`src/rtl/quad_decoder.sv`:
```
// Quadrature decoder: synchronizes and debounces the A/B channels, then tracks
// the filtered pair with a small FSM that emits step/dir pulses, keeps a
// wrapping up/down position count and flags illegal two-channel jumps.
module quad_decoder #(
  parameter int FILT_CYCLES = 4,
  parameter int CNT_W       = 4
) (
  input  logic             clk,
  input  logic             reset,
  input  logic             a_in,
  input  logic             b_in,
  input  logic             clear,
  output logic             step,
  output logic             dir,
  output logic [CNT_W-1:0] position,
  output logic             err
);

  // Settle time lets both synchronizers and filters flush before tracking.
  localparam int         SETTLE      = 2 * FILT_CYCLES + 4;
  localparam logic [7:0] FILT_LAST   = 8'(FILT_CYCLES - 1);
  localparam logic [9:0] SETTLE_LAST = 10'(SETTLE - 1);

  typedef enum logic [2:0] {INIT, S00, S10, S11, S01} state_t;

  // Bit 1 is channel A, bit 0 is channel B throughout.
  logic [1:0] raw;
  logic [1:0] filt;
  logic [1:0] filt_nx;

  assign raw = {a_in, b_in};

  generate
    for (genvar gi = 0; gi < 2; gi++) begin : g_chan
      logic       sync1_reg;
      logic       sync2_reg;
      logic       filt_reg;
      logic       filt_next;
      logic [7:0] cnt_reg;
      logic [7:0] cnt_next;

      // Two-flop synchronizer followed by the debounce state of this channel.
      always_ff @(posedge clk or posedge reset) begin
        if (reset) begin
          sync1_reg <= 1'b0;
          sync2_reg <= 1'b0;
          filt_reg  <= 1'b0;
          cnt_reg   <= 8'd0;
        end else begin
          sync1_reg <= raw[gi];
          sync2_reg <= sync1_reg;
          filt_reg  <= filt_next;
          cnt_reg   <= cnt_next;
        end
      end

      // Count consecutive disagreeing cycles; toggle once the run is long enough.
      always_comb begin
        filt_next = filt_reg;
        cnt_next  = 8'd0;
        if (sync2_reg != filt_reg) begin
          if (cnt_reg == FILT_LAST) begin
            filt_next = ~filt_reg;
          end else begin
            cnt_next = cnt_reg + 8'd1;
          end
        end
      end

      assign filt[gi]    = filt_reg;
      assign filt_nx[gi] = filt_next;
    end
  endgenerate

  function automatic state_t pair_state(input logic [1:0] ab);
    case (ab)
      2'b00:   return S00;
      2'b10:   return S10;
      2'b11:   return S11;
      default: return S01;
    endcase
  endfunction

  // Position of a state along the up sequence 00->10->11->01.
  function automatic logic [1:0] seq_idx(input state_t s);
    case (s)
      S10:     return 2'd1;
      S11:     return 2'd2;
      S01:     return 2'd3;
      default: return 2'd0;
    endcase
  endfunction

  state_t           state_reg, state_next;
  state_t           new_state;
  logic [9:0]       settle_reg, settle_next;
  logic [1:0]       up_idx;
  logic             step_next;
  logic             dir_next;
  logic [CNT_W-1:0] pos_next;
  logic             err_next;

  // FSM state, settle counter and all registered outputs.
  always_ff @(posedge clk or posedge reset) begin
    if (reset) begin
      state_reg  <= INIT;
      settle_reg <= 10'd0;
      step       <= 1'b0;
      dir        <= 1'b1;
      position   <= '0;
      err        <= 1'b0;
    end else begin
      state_reg  <= state_next;
      settle_reg <= settle_next;
      step       <= step_next;
      dir        <= dir_next;
      position   <= pos_next;
      err        <= err_next;
    end
  end

  // Decode the filtered pair change landing on this edge into step/err.
  always_comb begin
    state_next  = state_reg;
    settle_next = settle_reg;
    step_next   = 1'b0;
    dir_next    = dir;
    pos_next    = position;
    err_next    = err;
    new_state   = pair_state(filt_nx);
    up_idx      = seq_idx(state_reg) + 2'd1;

    if (state_reg == INIT) begin
      if (settle_reg == SETTLE_LAST) begin
        state_next = new_state;
      end else begin
        settle_next = settle_reg + 10'd1;
      end
    end else if (new_state != state_reg) begin
      state_next = new_state;
      if ((filt_nx ^ filt) == 2'b11) begin
        err_next = 1'b1;
      end else begin
        step_next = 1'b1;
        if (seq_idx(new_state) == up_idx) begin
          dir_next = 1'b1;
          pos_next = position + CNT_W'(1);
        end else begin
          dir_next = 1'b0;
          pos_next = position - CNT_W'(1);
        end
      end
    end

    // Clear takes priority over any count or error update on the same edge.
    if (clear) begin
      pos_next = '0;
      err_next = 1'b0;
    end
  end

endmodule

```
`config.mk`:
```
export PLATFORM = sky130hd
export DESIGN_NAME = quad_decoder
export DESIGN_NICKNAME = d
export VERILOG_FILES = /design/src/rtl/quad_decoder.sv
export SDC_FILE = /design/constraint.sdc
export NUM_CORES = 1
export LEC_CHECK = 0
export ABC_AREA = 1
export ABC_CLOCK_PERIOD_IN_PS = 5850
export CAP_MARGIN = 20
export CORE_MARGIN = 4
export CORE_UTILIZATION = 60
export CTS_CLUSTER_DIAMETER = 100
export DETAILED_ROUTE_END_ITERATION = 12
export DONT_BUFFER_PORTS = 1
export GPL_ROUTABILITY_DRIVEN = 0
export PLACE_DENSITY_LB_ADDON = 0.15
export SLEW_MARGIN = 20
export SYNTH_ARGS = -nofsm -noshare
export SYNTH_HDL_FRONTEND = slang
export SYNTH_SLANG_ARGS = --single-unit
```
`constraint.sdc`:
```
create_clock -name clk -period 5.85 [get_ports clk]
set_input_delay 0.8775 -clock clk [delete_from_list [all_inputs] [get_ports clk]]
set_output_delay 0.8775 -clock clk [all_outputs]
set_load 0.01 [all_outputs]
```
# Word level (Yosys, flattened, before mapping)
# Cells that the tools add are included.
[op_classes] bitwise_logic=6 n_mux=30 eq_ne=19 addsub=6 reduce_logical=10
[op_table] operator="$mux 8" n=4
[op_table] operator="$mux 4" n=5
[op_table] operator="$add 8x1->8 const B" n=2
[op_table] operator="$eq 8x2->1 const B" n=2
[op_table] operator="$eq 3x2->1 const B" n=4
[op_table] operator="$mux 1" n=12
[op_table] operator="$pmux 2 s3" n=2
[op_table] operator="$add 10x1->10 const B" n=1
[op_table] operator="$eq 10x4->1 const B" n=1
[op_table] operator="$mux 3" n=3
[op_table] operator="$pmux 3 s3" n=1
[op_table] operator="$reduce_and 3->1" n=3
[op_table] operator="$eq 2x2->1 const B" n=3
[op_table] operator="$eq 3x3->1 const B" n=2
[op_table] operator="$mux 2" n=3
[op_table] operator="$reduce_bool 2->1" n=3
[op_table] operator="$not 1->1" n=5
[op_table] operator="$add 4x1->4 const B" n=1
[op_table] operator="$ne 2x2->1 const B" n=2
[op_table] operator="$reduce_and 2->1" n=2
[op_table] operator="$sub 4x1->4 const B" n=1
[op_table] operator="$logic_not 3->1" n=1
[op_table] operator="$ne 3x3->1" n=1
[op_table] operator="$add 2x1->2 const B" n=1
[op_table] operator="other kinds (5)" n=6
[totals] input_bits=5 regBits=42

# Logic depth before layout (Yosys ltp)
# Gate-level depths: netlist of run 1.
[depth] ltp_word=16 mapped_depth=19 depth_no_buf=19

# Worst setup path before layout of run 1
# OpenSTA, ideal clock, no wires.
[synth_timing] path_type="register to register" start="register g_chan[1].cnt_reg[0]" end="register position[3]" setup_ps=117 t_arrival_ps=2683 n_path_buf=0 setup_slack_ps=3050 path_stages_with_launch=17 required_time_ps=5733 cell_sequence="dfrtp_1 -> ha_1 -> nand2_1 -> nor2_1 -> inv_1 -> o21ai_0 -> ha_1 -> inv_1 -> xor2_1 -> nand3_1 -> ha_1 -> a21oi_1 -> nand3b_1 -> nand2_1 -> nand4_1 -> nand3_1 -> nand2_1"
[synth_via] elab_chain_len=16 word_cells_on_any_way=26 cone_classes="eq/ne (10); mux (12); bitwise (1); reduce/logical (3)"
[synth_lines] item="start: declaration" line="39" rtl="logic [7:0] cnt_reg;"
[synth_lines] item="start signal: assignment" line="53" rtl="cnt_reg <= cnt_next;"
[synth_lines] item="$eq 8x2->1 (*)" line="62" rtl="if (cnt_reg == FILT_LAST) begin"
[synth_lines] item="$mux 1 (*)" line="62"
[synth_lines] item="$mux 1 (*)" line="61" rtl="if (sync2_reg != filt_reg) begin"
[synth_lines] item="via g_chan[1].filt_next" line="38" rtl="logic filt_next;"
[synth_lines] item="$eq 2x2->1 / $logic_not 2->1 (equally long branches)" line="76" rtl="case (ab)"
[synth_lines] item="$pmux 3 s3" line="76"
[synth_lines] item="$eq 3x3->1 / $eq 3x2->1 (equally long branches)" line="86" rtl="case (s)"
[synth_lines] item="$pmux 2 s3" line="86"
[synth_lines] item="$mux 2" line="141" rtl="if ((filt_nx ^ filt) == 2'b11) begin"
[synth_lines] item="$mux 2" line="139" rtl="end else if (new_state != state_reg) begin"
[synth_lines] item="$mux 2" line="133" rtl="if (state_reg == INIT) begin"
[synth_lines] item="$eq 2x2->1" line="145" rtl="if (seq_idx(new_state) == up_idx) begin"
[synth_lines] item="$mux 4" line="145"
[synth_lines] item="$mux 4" line="141"
[synth_lines] item="$mux 4" line="139"
[synth_lines] item="$mux 4" line="133"
[synth_lines] item="$mux 4" line="156" rtl="if (clear) begin"
[synth_lines] item="end signal: assignment" line="117" rtl="position <= pos_next;"
[synth_lines] item="end: declaration" line="15" rtl="output logic [CNT_W-1:0] position,"
# The timed path passes the listed nets; every way through them passes the cells marked *. The select of a mux whose other input is x is not followed.
# A chain may end at the register's enable or synchronous reset.

# Worst setup path after layout of run 1
# Same ends and word-level chain as after synthesis.

==> results by group, run 1 <==
Placement
  – Area after DPL: 0.002333 mm²
  – Post-DP HPWL: 2.860 mm
  – Port bufs: 0

Setup path
  – RR Startpoint: g_chan[1].cnt_reg[0]
  – Startpoint types: register
  – Worst path top cell family by delay: adder cells
  – Crit Path Class: register to register
  – Reg-to-reg endpoint: position[3]
  – Setup slack of the most critical reg-to-reg path: 2.67 ns
  – R2R depth: 18
  – Crit end category: register
  – Critical Path, Cell by Cell: ha_1 -> nand2_1 -> nor2_1 -> inv_1 -> o21ai_0 -> ha_1 -> inv_1 -> xor2_1 -> nand3_1 -> ha_1 -> a21oi_1 -> nand2_1 -> nand2_1 -> nand2_1 -> inv_1 -> nand2_1 -> nand3_1 -> nand2_1
  – Crit path required time: 6.04 ns
  – Buf/Inv on CP: 3
  – Worst Path Max Fanout: 5
  – CP dominant cell by count: nand2_1
  – Worst stage delay on the critical path: 0.38 ns
  – CP arrival: 3.37 ns
  – Crit path max-delay cell type: ha_1
  – Worst Setup SP: g_chan[1].cnt_reg[0]

Timing
  – Slew @ Worst Pin: 0.5121 ns
  – RSZ-0062 raised after global routing: no
  – Post-layout minimum cycle time: 3.178 ns
  – Final Setup Violations: 0
  – Slew Limit Fails: 0
  – Final worst-path cycle share: 0.5433
  – Setup TNS: 0 ns
  – Rel. slew slack: 0.6586
  – Skew final: 0.003846 ns
  – Final Hold Fails: 0
  – Fmax: 314.7 MHz

Die
  – Rows: 22
  – Area of the die: 0.004845 mm²
  – Initial Utilization: 0.6220
  – Die X: 69.61 µm
  – Core area: 0.003661 mm²
  – I/O Pins: 12
  – Die Ht: 69.61 µm

Cells and area
  – Area Overhead vs Synth: 6.484%
  – Layout cells sized above 1: 0.1250
  – Post-layout instance area: 0.002425 mm²
  – Final core occ: 0.6623
  – Most common cell after layout, fill and taps aside: nand2_1
  – Final nets: 285
  – Max reg flops: 16
  – Antenna diodes: 0
  – Commonest non-fill, non-tap cells in the layout: nand2_1 (54), dfrtp_1 (41), inv_1 (36)

Synth
  – YS warnings: 0
  – Register bit total from synthesis: 42
  – Mapped Cells: 264
  – Number of synthesized flops with an enable pin: 0
  – Syn_nets: 278
  – Synthesized area per cell: 8.626 µm²
  – Asr flop ratio synth: 1.000
  – Sequential share of the synthesized area: 0.4621
  – Main synth FF type: dfrtp_1
  – Syn Std Cell Area: 0.002277 mm²
  – Library cells used by synthesis: 33

Clocking
  – Clk sinks: 42
  – Post-CTS setup buffers: 0
  – Clk Latency, worst-skew pair: 0.29 ns
  – H-tree lvl count: 2
  – CTS tree: yes
  – Hold-fix buffers, CTS: 0
  – Root Buffer: clkbuf_8
  – Clock Pin Slew Worst Setup and Hold Paths: 0.08 ns
  – Maximum clock path buffer count: 2
  – Num CTS Buffers: 5
  – Resize count post-CTS: 0

Power and ir drop
  – Pwr Total: 0.001073 W
  – Power Density: 442.6 mW/mm²
  – Leak Pwr: 1.212 nW
  – Max VDD drop: 349.3 µV

Worst hold path
  – Worst hold path cell count: 0
  – Worst Hold Class: register to register
  – Hold worst-path end: g_chan[0].sync2_reg
  – Hold Path Origin: g_chan[0].sync1_reg

Detailed routing
  – ANT nets after route: 0
  – Top Metal Used: met4
  – Starting DRT DRC Count: 65
  – TritonRoute pass-1 iters: 4
  – Metal1 wirelength: 1.752 mm
  – Remaining DRCs: 0
  – DR vias/cell: 5.081
  – Vias: 1626
  – Met2 wire length: 1.841 mm
  – WL/cell: 11.82 µm
  – Final wirelength: 3.782 mm
  – Met3 WL post-DR: 126 µm

GRT
  – Gr usage total: 0.1819
  – GR Overflow Total: 0
  – First-pass GRT wire length: 7.134 mm
  – Initial antenna violation count: 0
  – Vias in the first global route: 1685
  – Largest net degree at the start of global routing: 43

Run
  – Max_cap viols: 0

Outcome
  – Status: finished clean
-- power breakdown --
| part | internal, W | leakage [nW] | switching, W |
|---|---|---|---|
| clock network | 0.0000952 | 0.0482 | 0.0000975 |
| registers | 0.000347 | 0.539 | 0.0000501 |
| logic | 0.000180 | 0.625 | 0.000303 |
| total | 0.000623 | 1.21 | 0.000450 |
-- stage by stage --
step,cells,hold WS [ns],setup slack [ns]
floorplan,264,0.3312,3.050
global placement,312,0.3367,2.869
detailed placement,312,0.3411,2.706
CTS,320,0.3537,2.672
global route,320,0.3588,2.227
finish,320,0.3536,2.672
-- cell usage after synthesis, types with 3 or more instances --
cell | instances | area, µm²
o21ai_2 | 7 | 61.31
inv_2 | 6 | 22.52
ha_1 | 8 | 100.1
dfrtp_1 | 41 | 1026
inv_1 | 37 | 138.9
nor3b_1 | 3 | 22.52
nand2_1 | 54 | 202.7
nand3_1 | 16 | 80.08
nor2_1 | 28 | 105.1
xnor2_1 | 5 | 43.79
nor3_1 | 11 | 55.05
o21ai_0 | 3 | 15.01
nand4_1 | 4 | 25.02
a21oi_1 | 4 | 20.02
xor2_1 | 13 | 113.9
-- layer usage --
layer,vias to the layer above,track usage
li1,846,-
met1,753,0.2368
met2,21,0.2934
met3,6,0.05072
met4,0,0.05857
met5,-,0
-- worst reg2reg max path, stage by stage (launching register included) --
cell     delay [ns]
dfrtp_1        0.37
ha_1           0.19
nand2_1        0.06
nor2_1         0.16
inv_1          0.09
o21ai_0        0.37
ha_1           0.34
inv_1          0.09
xor2_1         0.18
nand3_1        0.21
ha_1           0.38
a21oi_1        0.20
nand2_1        0.08
nand2_1        0.06
nand2_1        0.06
inv_1          0.05
nand2_1        0.04
nand3_1        0.07
nand2_1        0.05
-- cells by family (layout without fill, tap and decap cells) --
| group | count (synthesis) | after routing | synth area share |
|---|---|---|---|
| buffers and inverters | 44 | 52 | 0.07582 |
| and+or+nand+nor | 132 | 132 | 0.2808 |
| AOI/OAI and AO/OA | 18 | 18 | 0.05220 |
| xor gates and xnor gates | 19 | 19 | 0.07638 |
| adders and majority gates | 9 | 9 | 0.05275 |
| DFF | 42 | 42 | 0.4621 |
-- final cells by class --
class,instances,area [µm²]
fill,298,1236
sequential,42,1052
multi-input combinational,178,1052
inverter,43,161.4
clock buffer,7,86.33
tap,48,60.06
timing repair buffer,1,7.507
clock inverter,1,5.005
-- how the worst max path moves through the flow --
stage / cells after the start / to / slack (ns)
3_5_place_dp: 16 / position[3] / 2.71
5_1_grt: 16 / position[3] / 2.23
6_report: 18 / position[3] / 2.67
4_1_cts: 18 / position[3] / 2.67
2_1_floorplan: 16 / position[3] / 3.05
3_3_place_gp: 16 / position[3] / 2.87
(Power assumes the default switching activity.)
==> run 2: changes to the inputs <==
ABC_CLOCK_PERIOD_IN_PS = 2900   (was 5850)
CORE_UTILIZATION = 57   (was 60)
clock period = 2.9 ns   (was 5.85 ns; I/O delays follow)
==> run 2 against run 1 <==
Net effect:
- routed wire length rose by 8.4%
- sequential power rose by 110%
- clock power rose by 99%
- global-route usage fell by 1.3 points
- cell area rose by 5.8%
- sequential share of layout area fell by 2.4 points
- clock skew barely moved
- first-iteration DRC count rose by 38%
- register-to-register slack got worse by 2.5 ns
- fmax rose by 15%
- highest routed layer unchanged
==> results by group, run 2 (synthesis results as in run 1) <==
Cells and area
  – Area Overhead vs Synth: 12.69%
  – Fill count: 296
  – Max reg flops: 16
  – Antenna diodes: 0
  – Post-layout instance area: 0.002566 mm²
  – Layout cells sized above 1: 0.1857
  – Final nets: 293
  – Most common cell after layout, fill and taps aside: nand2_1
  – Commonest non-fill, non-tap cells in the layout: nand2_1 (54), dfrtp_1 (41), inv_1 (35)

Clocking
  – Clock Pin Slew Worst Setup and Hold Paths: 0.08 ns
  – CTS tree: yes
  – Root Buffer: clkbuf_8
  – Clk Latency, worst-skew pair: 0.29 ns
  – H-tree lvl count: 2
  – Num CTS Buffers: 5
  – Clk sinks: 42
  – Maximum clock path buffer count: 2

Setup path
  – R2R depth: 18
  – Worst Path Max Fanout: 4
  – Reg-to-reg endpoint: position[3]
  – Crit Path Class: register to register
  – Setup slack of the most critical reg-to-reg path: 0.13 ns
  – Startpoint types: register
  – CP arrival: 2.96 ns
  – Crit path required time: 3.08 ns
  – RR Startpoint: g_chan[1].cnt_reg[0]
  – Crit end category: register
  – Worst Setup SP: g_chan[1].cnt_reg[0]
  – Critical Path End: position[3]

Power and ir drop
  – Combinational power share: 0.520
  – Max VDD drop: 794.1 µV
  – Clk pwr share: 0.154
  – Seq pwr share: 0.326
  – Internal power: 0.001446 W
  – Psw: 0.001053 W
  – Leak Pwr: 1.255 nW
  – Power Density: 973.8 mW/mm²
  – Switch share: 0.4213

GRT
  – Largest net degree at the start of global routing: 25
  – Gr usage total: 0.1687
  – GR Overflow Total: 0
  – Initial antenna violation count: 0
  – Vias in the first global route: 1569
  – First-pass GRT wire length: 6.741 mm

Timing
  – Final Hold Fails: 0
  – Fmax: 360.7 MHz
  – Rel. slew slack: 0.5656
  – Final worst-path cycle share: 0.9560
  – Slew Limit Fails: 0
  – Skew final: 0.003847 ns
  – Slew @ Worst Pin: 0.6476 ns
  – Setup TNS: 0 ns
  – Final Setup Violations: 0
  – Post-layout minimum cycle time: 2.772 ns

Detailed routing
  – Final wirelength: 4.098 mm
  – Starting DRT DRC Count: 90
  – Vias: 1685
  – DR vias/cell: 5.137
  – WL/cell: 12.49 µm
  – ANT nets after route: 0
  – TritonRoute pass-1 iters: 5
  – Remaining DRCs: 0

Worst hold path
  – Worst Hold Class: primary input to async pin

Die
  – Die X: 71.21 µm
  – Die Ht: 71.21 µm
  – Rows: 22
  – Area of the die: 0.005070 mm²
  – Core area: 0.003771 mm²
  – I/O Pins: 12
  – Initial Utilization: 0.6038

Outcome
  – Status: finished clean

Placement
  – Area after DPL: 0.002364 mm²
  – Port bufs: 0
  – Post-DP HPWL: 2.871 mm

Run
  – Max_cap viols: 0
run 2: how the worst min path moves through the flow:
stage | to | slack [ns] | depth (start not counted)
3_3_place_gp | g_chan[0].sync2_reg | 0.34 | 0
2_1_floorplan | g_chan[0].sync2_reg | 0.33 | 0
3_5_place_dp | g_chan[0].sync2_reg | 0.35 | 0
5_1_grt | g_chan[0].cnt_reg[1] | 0.08 | 1
6_report | g_chan[0].cnt_reg[1] | 0.03 | 1
4_1_cts | g_chan[0].cnt_reg[1] | 0.05 | 1
run 2: critical path, stage by stage, from the launching register on:
cell     delay (ns)
dfrtp_1        0.37
ha_2           0.19
nand2_1        0.06
nor2_2         0.12
inv_1          0.08
nand2_1        0.08
o21ai_2        0.07
ha_1           0.34
inv_2          0.12
xor2_4         0.19
nand3_4        0.13
ha_4           0.30
nand3_1        0.11
nand2_1        0.09
nand2_1        0.06
nand2_1        0.09
nand4_1        0.10
nand3_1        0.10
nand2_1        0.05
run 2: area by class of cell:
cell class | instances | area, µm² | area share
Sequential cell | 42 | 1052 | 0.4100
Multi-Input combinational cell | 178 | 1134 | 0.4417
Clock inverter | 1 | 5.005 | 0.001950
Inverter | 43 | 161.4 | 0.06290
Clock buffer | 7 | 86.33 | 0.03364
Timing Repair Buffer | 9 | 67.56 | 0.02633
Tap cell | 48 | 60.06 | 0.02340
run 2: power groups by stage:
stage | clock, W | combinational, W | sequential [W]
final | 0.000384 | 0.00130 | 0.000815
after detailed placement | 0 | 0.000998 | 0.000814
after floorplan | 0 | 0.000814 | 0.000792
after CTS | 0.000396 | 0.00104 | 0.000804
after global placement | 0 | 0.000973 | 0.000812
after global routing | 0.000423 | 0.00148 | 0.000834
run 2: timing repair:
item,4_1_cts,5_1_grt
pin swaps,0,5
resized for setup,3,11
setup buffers,0,4
setup endpoints to repair,1,1
hold buffers,0,0
run 2: routing by layer:
layer  routed length, µm  share of wire  vias to the layer above  GRT usage
li1                    -              -                      866          -
met1                1826           0.45                      774     0.2148
met2                2012           0.49                       36     0.2745
met3                 160          0.039                        9    0.03835
met4                  99          0.024                        0    0.07307
met5                   0              0                        -          0
run 2: through the flow:
step	setup WS (ns)	cells	utilization	hold slack [ns]	total power (W)
after floorplan	0.09975	264	-	0.3312	0.001607
after global placement	0.09722	316	0.6267	0.3383	0.001785
after detailed placement	-0.07105	316	0.6267	0.3466	0.001812
final	0.1277	328	0.6805	0.03288	0.002499
after global routing	-0.07598	328	0.6805	0.08316	0.002733
after CTS	0.02669	324	0.6543	0.05150	0.002240
==> run 3: changes to the inputs <==
--- a/config.mk
+++ b/config.mk
@@ -11,3 +11,3 @@
 export CORE_MARGIN = 4
-export CORE_UTILIZATION = 57
+export CORE_UTILIZATION = 55
 export CTS_CLUSTER_DIAMETER = 100
--- a/constraint.sdc
+++ b/constraint.sdc
@@ -3,2 +3,2 @@
 set_output_delay 0.435 -clock clk [all_outputs]
-set_load 0.01 [all_outputs]
+set_load 0.1 [all_outputs]
==> run 3 against run 2 <==
Net effect:
- worst setup slack better by 0.13 ns
- die area is 3.2% higher
- register-to-register slack gained 0.13 ns
- worst hold slack gained 0.011 ns
- clock power increased by 17%
- power increased by 8.7%
- sequential share of layout area fell by 0.49 points
- global-route usage down 0.11 points
- final cell count rose by 1.2%
- fmax is 4.9% higher
- clock skew up 0.0014 ns
==> results by group, run 3 (synthesis results as in run 1) <==
Outcome
  – Status: finished clean

GRT
  – Gr usage total: 0.1675
  – First-pass GRT wire length: 6.796 mm
  – Vias in the first global route: 1569
  – Largest net degree at the start of global routing: 24
  – Initial antenna violation count: 0
  – GR Overflow Total: 0

Die
  – Die X: 72.35 µm
  – Rows: 23
  – Area of the die: 0.005234 mm²
  – Die Ht: 72.35 µm
  – Core area: 0.004000 mm²
  – Initial Utilization: 0.5693
  – I/O Pins: 12

Clocking
  – Num CTS Buffers: 5
  – Root Buffer: clkbuf_8
  – Maximum clock path buffer count: 2
  – CTS tree: yes
  – H-tree lvl count: 2
  – Clock Pin Slew Worst Setup and Hold Paths: 0.08 ns
  – Clk Latency, worst-skew pair: 0.29 ns
  – Clk sinks: 42

Cells and area
  – Most common cell after layout, fill and taps aside: nand2_1
  – Fill count: 321
  – Commonest non-fill, non-tap cells in the layout: nand2_1 (51), dfrtp_1 (41), inv_1 (35)
  – Final nets: 295
  – Layout cells sized above 1: 0.2021
  – Antenna diodes: 0
  – Post-layout instance area: 0.002597 mm²
  – Max reg flops: 16
  – Area Overhead vs Synth: 14.07%

Timing
  – Skew final: 0.005246 ns
  – Setup ws final: 0.2560 ns
  – Fmax: 378.2 MHz
  – Final Hold Fails: 0
  – Post-layout minimum cycle time: 2.644 ns
  – Slew @ Worst Pin: 0.8952 ns
  – Rel. slew slack: 0.4032
  – Final Setup Violations: 0
  – Slew Limit Fails: 0
  – Setup TNS: 0 ns
  – Final worst-path cycle share: 0.9117

Detailed routing
  – TritonRoute pass-1 iters: 4
  – Vias: 1646
  – Starting DRT DRC Count: 70
  – Remaining DRCs: 0
  – Final wirelength: 3.866 mm
  – WL/cell: 11.64 µm
  – DR vias/cell: 4.958
  – ANT nets after route: 0

Setup path
  – CP dominant cell by count: nand2_1
  – Startpoint types: register
  – Worst path top cell family by delay: simple AND/OR/NAND/NOR gates
  – Crit path required time: 3.09 ns
  – Crit end category: register
  – Worst stage delay on the critical path: 0.37 ns
  – Critical Path, Cell by Cell: ha_2 -> nand2_1 -> nor2_2 -> inv_1 -> o21ai_2 -> ha_4 -> inv_2 -> xor2_2 -> nand3_4 -> ha_4 -> nand3_1 -> nand2_1 -> nand2_1 -> nand2_1 -> nand4_1 -> nand3_1 -> nand2_1
  – Buf/Inv on CP: 2
  – Crit path max-delay cell type: dfrtp_1
  – CP arrival: 2.83 ns
  – Crit Path Class: register to register
  – Worst Path Max Fanout: 5

Placement
  – Worst slack at placement: -0.02310 ns
  – Port bufs: 0
  – Area after DPL: 0.002396 mm²
  – Post-DP HPWL: 2.810 mm

Power and ir drop
  – Pwr Total: 0.002718 W
  – Max VDD drop: 778.2 µV
  – Leak Pwr: 1.269 nW
  – Power Density: 1046 mW/mm²

Run
  – Max_cap viols: 0

Worst hold path
  – Worst Hold Class: primary input to async pin
## run 3: changes by cell type in the layout (fill, tap and decap cells not counted), sizes merged
cell and change:
buf +2, bufinv +1, clkinv -1
## run 3: path summary, 6_finish.rpt
path | from | endpoint | slack [ns] | cells after the start
max | g_chan[1].cnt_reg[0] | position[3] | 0.26 | 17
min | reset | settle_reg[2] | 0.04 | 1
max reg2reg | g_chan[1].cnt_reg[0] | position[3] | 0.26 | 17
min reg2reg | g_chan[1].sync1_reg | g_chan[1].sync2_reg | 0.36 | 0
max in group asynchronous | reset | dir | 2.13 | 2
min in group clk | a_in | g_chan[1].sync1_reg | 0.17 | 0
## run 3: what timing repair did
| item | in CTS | in global routing |
|---|---|---|
| setup buffers | 0 | 2 |
| endpoints found under the setup margin | 1 | 2 |
| resized for setup | 1 | 15 |
| hold buffers | 0 | 0 |
| pin swaps | 0 | 3 |
## run 3: stage by stage
stage / std cells / util / hold slack, ns
4_1_cts: 330 / 0.6256 / 0.05484
3_5_place_dp: 322 / 0.5990 / 0.3379
3_3_place_gp: 322 / 0.5990 / 0.3368
5_1_grt: 332 / 0.6494 / 0.06484
2_1_floorplan: 264 / - / 0.3312
6_report: 332 / 0.6494 / 0.04423
## run 3: final cells by class
type	count	area [µm²]	area share
repair buffers	11	82.58	0.03179
well taps	50	62.56	0.02408
clock buffers	7	76.32	0.02938
clock inverters	1	30.03	0.01156
multi-input cells	178	1132	0.4359
flip-flops and latches	42	1052	0.4051
inverters	43	161.4	0.06214
## run 3: where the power goes
part           switching [W]  leakage [nW]  total, W  internal [W]
Combinational       0.000865         0.677   0.00140      0.000533
Sequential          0.000171         0.539  0.000872      0.000700
Clock               0.000191        0.0524  0.000448      0.000258
## run 3: per-layer routing
layer	global-route usage	wire length, µm	up-vias
li1	-	-	866
met1	0.2145	1823	762
met2	0.2720	1870	12
met3	0.04848	118	6
met4	0.05637	53	0
met5	0	0	-
